<file path="src/rtl/acc_arb_if.sv">
// Request lanes from the ACC writers plus the arbitrated ACC write port.
interface acc_arb_if #(
   parameter int N_REQ = 3
);
   logic [N_REQ-1:0]   i_req;
   logic [N_REQ-1:0]   i_lock;
   logic [2*N_REQ-1:0] i_op;
   logic [8*N_REQ-1:0] i_data;
   logic [N_REQ-1:0]   o_gnt;
   logic [1:0]         o_op;
   logic [7:0]         o_byte;
   logic               o_busy;
   logic               o_lock_err;

   modport slave (
      input  i_req, i_lock, i_op, i_data,
      output o_gnt, o_op, o_byte, o_busy, o_lock_err
   );

   modport master (
      output i_req, i_lock, i_op, i_data,
      input  o_gnt, o_op, o_byte, o_busy, o_lock_err
   );
endinterface

</file>
<file path="src/rtl/acc_arb.sv">
// Accumulator write-port arbiter: round-robin among ALU, SFR bus and debug,
// with a bounded lock that lets one requester own the port for a burst.
module acc_arb #(
   parameter int         N_REQ    = 3,
   parameter logic [7:0] LOCK_MAX = 8'd64
) (
   input logic      i_clk,
   input logic      i_rst,
   acc_arb_if.slave bus
);
   localparam int PW = (N_REQ > 1) ? $clog2(N_REQ) : 1;

   typedef enum logic [0:0] {
      IDLE   = 1'b0,
      LOCKED = 1'b1
   } state_t;

   state_t            state_r, state_nx;
   logic [PW-1:0]     ptr_r, ptr_nx;
   logic [PW-1:0]     owner_r, owner_nx;
   logic [7:0]        cnt_r, cnt_nx;
   logic [N_REQ-1:0]  gnt_r, gnt_nx;
   logic [1:0]        op_r, op_nx;
   logic [7:0]        byte_r, byte_nx;
   logic              busy_r, busy_nx;
   logic              err_r, err_nx;

   logic [N_REQ-1:0]  elig_s;
   logic              found_s;
   logic [PW-1:0]     win_s;
   logic              grant_s;
   logic [PW-1:0]     gidx_s;
   logic [1:0]        gop_s;

   // Eligibility and round-robin winner starting just after the last winner.
   always_comb begin
      found_s = 1'b0;
      win_s   = '0;
      for (int n = 0; n < N_REQ; n++) begin
         elig_s[n] = bus.i_req[n] & (|bus.i_op[2*n +: 2]);
      end
      for (int k = 1; k <= N_REQ; k++) begin
         if (!found_s && elig_s[(int'(ptr_r) + k) % N_REQ]) begin
            found_s = 1'b1;
            win_s   = PW'((int'(ptr_r) + k) % N_REQ);
         end else begin
            found_s = found_s;
         end
      end
   end

   // Next-state logic and next values of the registered ACC port.
   always_comb begin
      state_nx = state_r;
      ptr_nx   = ptr_r;
      owner_nx = owner_r;
      cnt_nx   = cnt_r;
      gnt_nx   = '0;
      op_nx    = 2'b00;
      byte_nx  = byte_r;
      err_nx   = 1'b0;
      grant_s  = 1'b0;
      gidx_s   = '0;
      gop_s    = 2'b00;
      case (state_r)
         IDLE: begin
            if (found_s) begin
               grant_s = 1'b1;
               gidx_s  = win_s;
               ptr_nx  = win_s;
               if (bus.i_lock[win_s]) begin
                  state_nx = LOCKED;
                  owner_nx = win_s;
                  cnt_nx   = 8'd0;
               end else begin
                  state_nx = IDLE;
               end
            end else begin
               state_nx = IDLE;
            end
         end
         LOCKED: begin
            cnt_nx = cnt_r + 8'd1;
            gidx_s = owner_r;
            if (!bus.i_lock[owner_r]) begin
               // Voluntary release still serves the owner's last transaction.
               state_nx = IDLE;
               cnt_nx   = 8'd0;
               grant_s  = elig_s[owner_r];
            end else if (cnt_nx == LOCK_MAX - 8'd1) begin
               // Forced release withholds the grant and parks the pointer on
               // the owner so everyone else is searched first.
               state_nx = IDLE;
               cnt_nx   = 8'd0;
               err_nx   = 1'b1;
               ptr_nx   = owner_r;
            end else begin
               grant_s  = elig_s[owner_r];
            end
         end
         default: begin
            state_nx = IDLE;
            cnt_nx   = 8'd0;
         end
      endcase
      if (grant_s) begin
         gop_s           = bus.i_op[{gidx_s, 1'b0} +: 2];
         gnt_nx[gidx_s]  = 1'b1;
         op_nx           = gop_s[0] ? 2'b01 : 2'b10;
         byte_nx         = bus.i_data[{gidx_s, 3'b000} +: 8];
      end else begin
         byte_nx = byte_r;
      end
      busy_nx = (state_nx == LOCKED);
   end

   // FSM state, arbitration pointer, lock counter and registered outputs.
   always_ff @(posedge i_clk or negedge i_rst) begin
      if (!i_rst) begin
         state_r <= IDLE;
         ptr_r   <= PW'(N_REQ - 1);
         owner_r <= '0;
         cnt_r   <= 8'd0;
         gnt_r   <= '0;
         op_r    <= 2'b00;
         byte_r  <= 8'h00;
         busy_r  <= 1'b0;
         err_r   <= 1'b0;
      end else begin
         state_r <= state_nx;
         ptr_r   <= ptr_nx;
         owner_r <= owner_nx;
         cnt_r   <= cnt_nx;
         gnt_r   <= gnt_nx;
         op_r    <= op_nx;
         byte_r  <= byte_nx;
         busy_r  <= busy_nx;
         err_r   <= err_nx;
      end
   end

   assign bus.o_gnt      = gnt_r;
   assign bus.o_op       = op_r;
   assign bus.o_byte     = byte_r;
   assign bus.o_busy     = busy_r;
   assign bus.o_lock_err = err_r;
endmodule

</file>
<file path="src/flat_wrapper.sv">
// flat-port wrapper written by rule: the top's interface ports become plain ports
module acc_arb_flat 
#(
   parameter int         N_REQ    = 3,
   parameter logic [7:0] LOCK_MAX = 8'd64
)
  (i_clk, i_rst, bus_i_req, bus_i_lock, bus_i_op, bus_i_data, bus_o_gnt, bus_o_op, bus_o_byte, bus_o_busy, bus_o_lock_err);
  acc_arb_if #(.N_REQ(N_REQ)) bus_i ();
  input logic i_clk;
  input logic i_rst;
  input wire logic [$bits(bus_i.i_req)-1:0] bus_i_req;
  input wire logic [$bits(bus_i.i_lock)-1:0] bus_i_lock;
  input wire logic [$bits(bus_i.i_op)-1:0] bus_i_op;
  input wire logic [$bits(bus_i.i_data)-1:0] bus_i_data;
  output wire logic [$bits(bus_i.o_gnt)-1:0] bus_o_gnt;
  output wire logic [$bits(bus_i.o_op)-1:0] bus_o_op;
  output wire logic [$bits(bus_i.o_byte)-1:0] bus_o_byte;
  output wire logic [$bits(bus_i.o_busy)-1:0] bus_o_busy;
  output wire logic [$bits(bus_i.o_lock_err)-1:0] bus_o_lock_err;
  assign bus_i.i_req = bus_i_req;
  assign bus_i.i_lock = bus_i_lock;
  assign bus_i.i_op = bus_i_op;
  assign bus_i.i_data = bus_i_data;
  assign bus_o_gnt = bus_i.o_gnt;
  assign bus_o_op = bus_i.o_op;
  assign bus_o_byte = bus_i.o_byte;
  assign bus_o_busy = bus_i.o_busy;
  assign bus_o_lock_err = bus_i.o_lock_err;
  acc_arb #(.N_REQ(N_REQ), .LOCK_MAX(LOCK_MAX)) u_core (.i_clk(i_clk), .i_rst(i_rst), .bus(bus_i));
endmodule
</file>
<file path="config.mk">
export PLATFORM = sky130hd
export DESIGN_NAME = acc_arb_flat
export DESIGN_NICKNAME = d
export VERILOG_FILES = /design/src/rtl/acc_arb_if.sv /design/src/rtl/acc_arb.sv /design/src/flat_wrapper.sv
export SDC_FILE = /design/constraint.sdc
export NUM_CORES = 1
export LEC_CHECK = 0
export ABC_AREA = 1
export BUFFER_PORTS_ARGS = -buffer_cell sky130_fd_sc_hd__buf_2
export CELL_PAD_IN_SITES_DETAIL_PLACEMENT = 2
export CELL_PAD_IN_SITES_GLOBAL_PLACEMENT = 2
export CORE_MARGIN = 2
export CORE_UTILIZATION = 28
export CTS_CLUSTER_DIAMETER = 60
export DETAILED_ROUTE_END_ITERATION = 6
export PLACE_DENSITY_LB_ADDON = 0.1
export REMOVE_ABC_BUFFERS = 1
export SLEW_MARGIN = 5
export SYNTH_ARGS = -nofsm -noshare
export SYNTH_HDL_FRONTEND = slang
export SYNTH_SLANG_ARGS = --single-unit
export TNS_END_PERCENT = 100
</file>
<file path="constraint.sdc">
create_clock -name i_clk -period 2.2 [get_ports i_clk]
set_input_delay 0.11 -clock i_clk [delete_from_list [all_inputs] [get_ports i_clk]]
set_output_delay 0.11 -clock i_clk [all_outputs]
set_load 0.005 [all_outputs]
</file>
After elaboration in Yosys (flattened, before gate mapping). Index checks and enable logic that the tools add are counted.

Output and inout bits: 15. Bits of input ports: 38. Logic and storage cells: 93. Register bits after elaboration: 27.

Divide/modulo/power cells: 3. $lt $le $gt $ge: 7. Shift-type cells: 2. Eq/ne operators: 5. Bitwise operators: 4. Add/sub/neg operators: 4. Multiplexer cells: 49. Reduce and logical (&&, ||, !) cells: 11.

Operator list (number): 32-bit by 4-bit less-than comparator with 1-bit output (second input constant) (3); 32-bit by 3-bit remainder unit with 32-bit output (second input constant) (3); 8-bit 2-to-1 mux (4); 24-bit by 6-bit indexed part select with 8-bit output (1); 1-bit 2-to-1 mux (23); 2-bit 2-to-1 mux (9); 8-bit one-hot mux with 2 select lines (1); 1-bit binary-select mux with 2-bit select (6); 2-bit by 3-bit less-than comparator with 1-bit output (second input constant) (3); 8-bit by 1-bit adder with 8-bit output (second input constant) (1); 8-bit by 6-bit == test with 1-bit output (second input constant) (1); 2-bit one-hot mux with 2 select lines (2); 2-bit by 2-bit adder with 3-bit output (second input constant) (2); 3-bit AND reduction (2); 2-bit OR reduction (3); 6-bit by 4-bit indexed part select with 1-bit output (1); 2-bit by 1-bit != test with 1-bit output (second input constant) (2); 2-bit != test (second input constant) (2); 1-bit one-hot mux with 2 select lines (2); 2-bit by 1-bit adder with 3-bit output (second input constant) (1); 1-bit bitwise AND (3); 1-bit logical AND (3); 3-bit 2-to-1 mux (1); 1-bit demux with 2-bit select (1); 4 further kinds (5).

Longest topological paths before layout.
Depth after elaboration: 19. Gate-level depth with buffers: 19.

Worst setup path after synthesis. No wires, ideal clock.

Kind: register to register. Start point: reg u_core.ptr_r[1]. End point: reg u_core.byte_r[0], in the netlist u_core.bus.o_byte[0]. Clock period less this slack: 1994 ps. Cell stages (with the launch flop): 15. Path buffers: 1. Data required time: 2083 ps. Data arrival time: 1878 ps. Slack: 206 ps. Cell sequence: dfstp_2 ha_1 nand3_1 nand3_2 nand2_4 nand3_1 nand3_2 nand2_1 nand2_1 nand2_4 buf_6 nand3_1 nand2_1 nor2_1 nor2_1.

Longest elaborated chain between the ends: 15. Elaborated cells on any way between the ends: 30.

Ends and longest elaborated chain: from (decl) (RTL line acc_arb.sv:19) `logic [PW-1:0] ptr_r, ptr_nx;`; from (signal assigned) (RTL line acc_arb.sv:121) `ptr_r <= PW'(N_REQ - 1);`; from (signal assigned) (RTL line acc_arb.sv:131) `ptr_r <= ptr_nx;`; 2-bit by 1-bit adder with 3-bit output (RTL line acc_arb.sv:43, acc_arb.sv:45); 32-bit by 3-bit remainder unit with 32-bit output (RTL line acc_arb.sv:43, acc_arb.sv:45); 1-bit binary-select mux with 2-bit select (RTL line acc_arb.sv:43) `if (!found_s && elig_s[(int'(ptr_r) + k) % N_REQ]) begin`; 1-bit 2-to-1 mux (not written as such) (2 in a row) (RTL line acc_arb.sv:43); 1-bit 2-to-1 mux (RTL line acc_arb.sv:43); 1-bit zero test (RTL line acc_arb.sv:43); 1-bit logical AND (RTL line acc_arb.sv:43); 1-bit 2-to-1 mux (RTL line acc_arb.sv:43); 1-bit zero test (RTL line acc_arb.sv:43); 1-bit logical AND (RTL line acc_arb.sv:43); 2-bit 2-to-1 mux / 1-bit 2-to-1 mux (equally long branches) (RTL line acc_arb.sv:43); 2-bit 2-to-1 mux (RTL line acc_arb.sv:67) `if (found_s) begin`; 2-bit one-hot mux with 2 select lines (RTL line acc_arb.sv:65) `case (state_r)`; 24-bit by 6-bit indexed part select with 8-bit output (RTL line acc_arb.sv:110) `byte_nx = bus.i_data[{gidx_s, 3'b000} +: 8];`; to (signal assigned) (RTL line acc_arb.sv:136) `byte_r <= byte_nx;`; to (decl) (RTL line acc_arb.sv:24) `logic [7:0] byte_r, byte_nx;`.

Several ways; a longest one is shown, not always the timed one. The select of a mux whose other input is x is not followed. A chain may end at the register's enable or synchronous reset.

Worst setup path after layout.
Start point: reg u_core.ptr_r[1]. End point: reg u_core.byte_r[4], in the netlist u_core.bus.o_byte[4].

The elaborated chain is that of the path after synthesis.

==> results.ini <==
[layout]
postLayoutCoreUtil_pct=40.5
nFillCells=823
num_antenna_cells=0
syn_to_final_growth_pct=42.2
drive_gt1_share_pct=41.9
nets=401

[cts]
clk_latency_ps=280
cts_tree=built
numCtsBuffers=3
ctsRootBufferMaster=clkbuf_8
cts_sinks=27
clock_path_buffers=2
clk_pin_slew_ps=110
htree_levels=1

[sta]
hold_ws_ps=117
tightestPinTransition_ps=698
fin_worst_skew_ps=6.38
fmax_mhz=448
setup_ws_ps=-32.1
report.final.slew_viol_count=0
timing.final.crit_share_pct=101
period_minus_slack_ps=2230
setup_violations=4
rsz0062_at_grt=yes
slew_headroom_pct=53.5
hold_viol=0

[worst_setup_path]
crit_fanout=6
critPathArrivalTime_ps=2460
r2r_cells=13
crit_type=register to register
rrSetupSlack_ps=-30
worst_path_max_delay_cell=dfstp_2
start_kind=register
cp_data_required_time_ps=2430
critPathCaptureType=register
crit_chain=ha_4 > nand3_2 > nand3_2 > nand2_4 > nand4_1 > nand2_4 > nand2_4 > nand2_4 > buf_8 > nand3_4 > nor2_4 > nor2_1 > nand2_1
cpMostUsedCell=nand2_4
cpPeakStageDelay_ps=570

[yosys]
syn_avg_cell_area_sq_um=6.81
async_flop_share_pct=100
syn-instance-count=281
synth_top_cell_area_share_pct=34.0
synth.distinct_cells=30
yosysTopAreaCell=dfrtp_1
ys_ff_latch=27
ys_warn_count=0
synth-main-ff-cell=dfrtp_1
synth_area_leaders=dfrtp_1 (34%), nand2_1 (18%), nand3_1 (11%), inv_1 (7.1%), nor2_1 (6.1%)
synth_edf_count=0
seq_area_frac_synth_pct=35.4
syn_area_sq_um=1910

[power_and_ir_drop]
power_frac_seq_pct=18.8
switchingPower_uw=2110
power.density_nw_per_um2=1550
ir_drop_v=0.000558
intPower_uw=2110
power_frac_clock_pct=7.3
comb_power_share_pct=73.9
p_sw_share_pct=50.0
p_leak_uw=0.00148

[route]
wire_per_inst_um=14.8
wirelength_um=6460
vias_per_cell=4.73
vias=2071
drtIter0Drc=44
first_pass_iters=4
detail-route-antenna-nets=0
route.detailed.drc=0

[die]
die_w_um=86.7
die-area_sq_um=7510
chipHeight_um=86.7
fp-row-count=30
ios=53
start_util_pct=28.5
coreArea_sq_um=6720

[status]
violations=negative setup slack
outcome=finished with violations

[run]
maxCapViolCount=0

[placed_design]
place_congestion=0.766
io_buffers=52
dpl.hpwl_um=4970
dp_slack_ps=-53.5

[min_path]
whs_path_depth=3
worstHoldPathType=input port to register

[global_routing]
overflow=0
antenna_found_initial=0
grt_first_pass_wirelength_um=10500
track_usage_pct=17.5
grt_start_max_net_pins=28
grt_pass1_vias=2177

==> flip-flops by register name, summed over array words and instances (netlist names) <==
name and count:
u_core.bus.o_byte 8, u_core.owner_r 2, u_core.bus.o_lock_err 1, u_core.bus.o_gnt 3, u_core.cnt_r 8, u_core.state_r 1
u_core.bus.o_op 2, u_core.ptr_r 2
==> routing by layer <==
layer  wire [um]  part of all wire [%]  GRT usage, %  up-vias
met5           0                     0             0        -
met4          44                  0.68          2.56        0
met3         249                   3.9          2.67        4
met2        3050                    47          28.7       47
met1        3120                    48          25.0      983
li1            -                     -             -     1037
==> cells in the mapped netlist, types with 2 or more instances <==
master    count
a21oi_1       2
a21oi_2       2
buf_6         2
dfrtp_1      26
ha_1          4
inv_1        36
inv_2         2
nand2_1      90
nand2_2       5
nand2_4       3
nand3_1      42
nand3_2       5
nand3b_1      2
nand4_1       4
nor2_1       31
nor3_1        3
o21ai_0       3
or2_2         5
xor2_1        3
==> logic make-up after synthesis <==
group	Yosys count	share of synthesized area, %
compound gates	10	3.47
xor+xnor	4	1.83
fa+ha+maj	4	2.62
buf+inv	42	9.22
flops	27	35.4
simple gates	194	47.5
==> critical path: cells and delay by family (launching register included) <==
kind / cells / cell delay [ps]
buf+inv: 1 / 140
flops: 1 / 570
fa+ha+maj: 1 / 230
simple gates: 11 / 1210
==> placed cells by master, fill, tap and decap left out, drive strengths merged <==
cell,count
a21oi,4
a31oi,1
a32oi,1
buf,76
clkbuf,3
clkinvlp,1
dfrtp,26
dfstp,1
dlygate4sd3,1
ha,4
inv,38
nand2,98
nand3,48
nand3b,2
nand4,4
nor2,33
nor3,3
nor3b,1
o21ai,4
or2,5
xnor2,1
xor2,3
==> power groups by stage <==
stage                     Sequential (uW)  Combinational [uW]  Clock, uW
after CTS                             791                2580        323
after floorplan                       785                1510          0
after global routing                  811                3500        339
final                                 792                3120        309
after detailed placement              793                2450          0
after global placement                792                2390          0
==> area by class of cell <==
| class | count | area [sq um] | share of cell area [%] |
|---|---|---|---|
| inverter | 38 | 145 | 5.34 |
| sequential | 27 | 678 | 24.9 |
| timing repair buffer | 77 | 493 | 18.1 |
| multi-input combinational | 212 | 1250 | 46.1 |
| clock inverter | 1 | 7.51 | 0.276 |
| tap | 80 | 100 | 3.68 |
| clock buffer | 3 | 41.3 | 1.52 |
==> timing repair <==
action / CTS / global route
setup endpoints to repair: 20 / 26
pin swaps: 4 / 16
buffers inserted: 1 / 8
resized for setup: 14 / 48
hold buffers: 1 / 0
endpoints found under the hold margin: 26 / 0
==> through the flow <==
| stage | std cells | cell area (sq um) | total power, uW | TNS [ps] |
|---|---|---|---|---|
| after floorplan | 277 | 1880 | 2300 | 0 |
| after global placement | 424 | 2350 | 3180 | -13.0 |
| after detailed placement | 424 | 2350 | 3240 | -302 |
| after CTS | 430 | 2470 | 3700 | 0 |
| after global routing | 438 | 2720 | 4650 | -1820 |
| final | 438 | 2720 | 4220 | -76.3 |
==> final timing paths <==
path | start | end
max in group asynchronous | i_rst | u_core.cnt_r[4]
worst max register to register | u_core.ptr_r[1] | u_core.bus.o_byte[4]
min in group asynchronous | i_rst | u_core.ptr_r[0]
worst max-delay path | u_core.ptr_r[1] | u_core.bus.o_byte[4]
worst min register to register | u_core.bus.o_byte[1] | u_core.bus.o_byte[1]
worst min-delay path | bus_i_op[4] | u_core.bus.o_op[0]
Power figures use the tool's default switching activity.
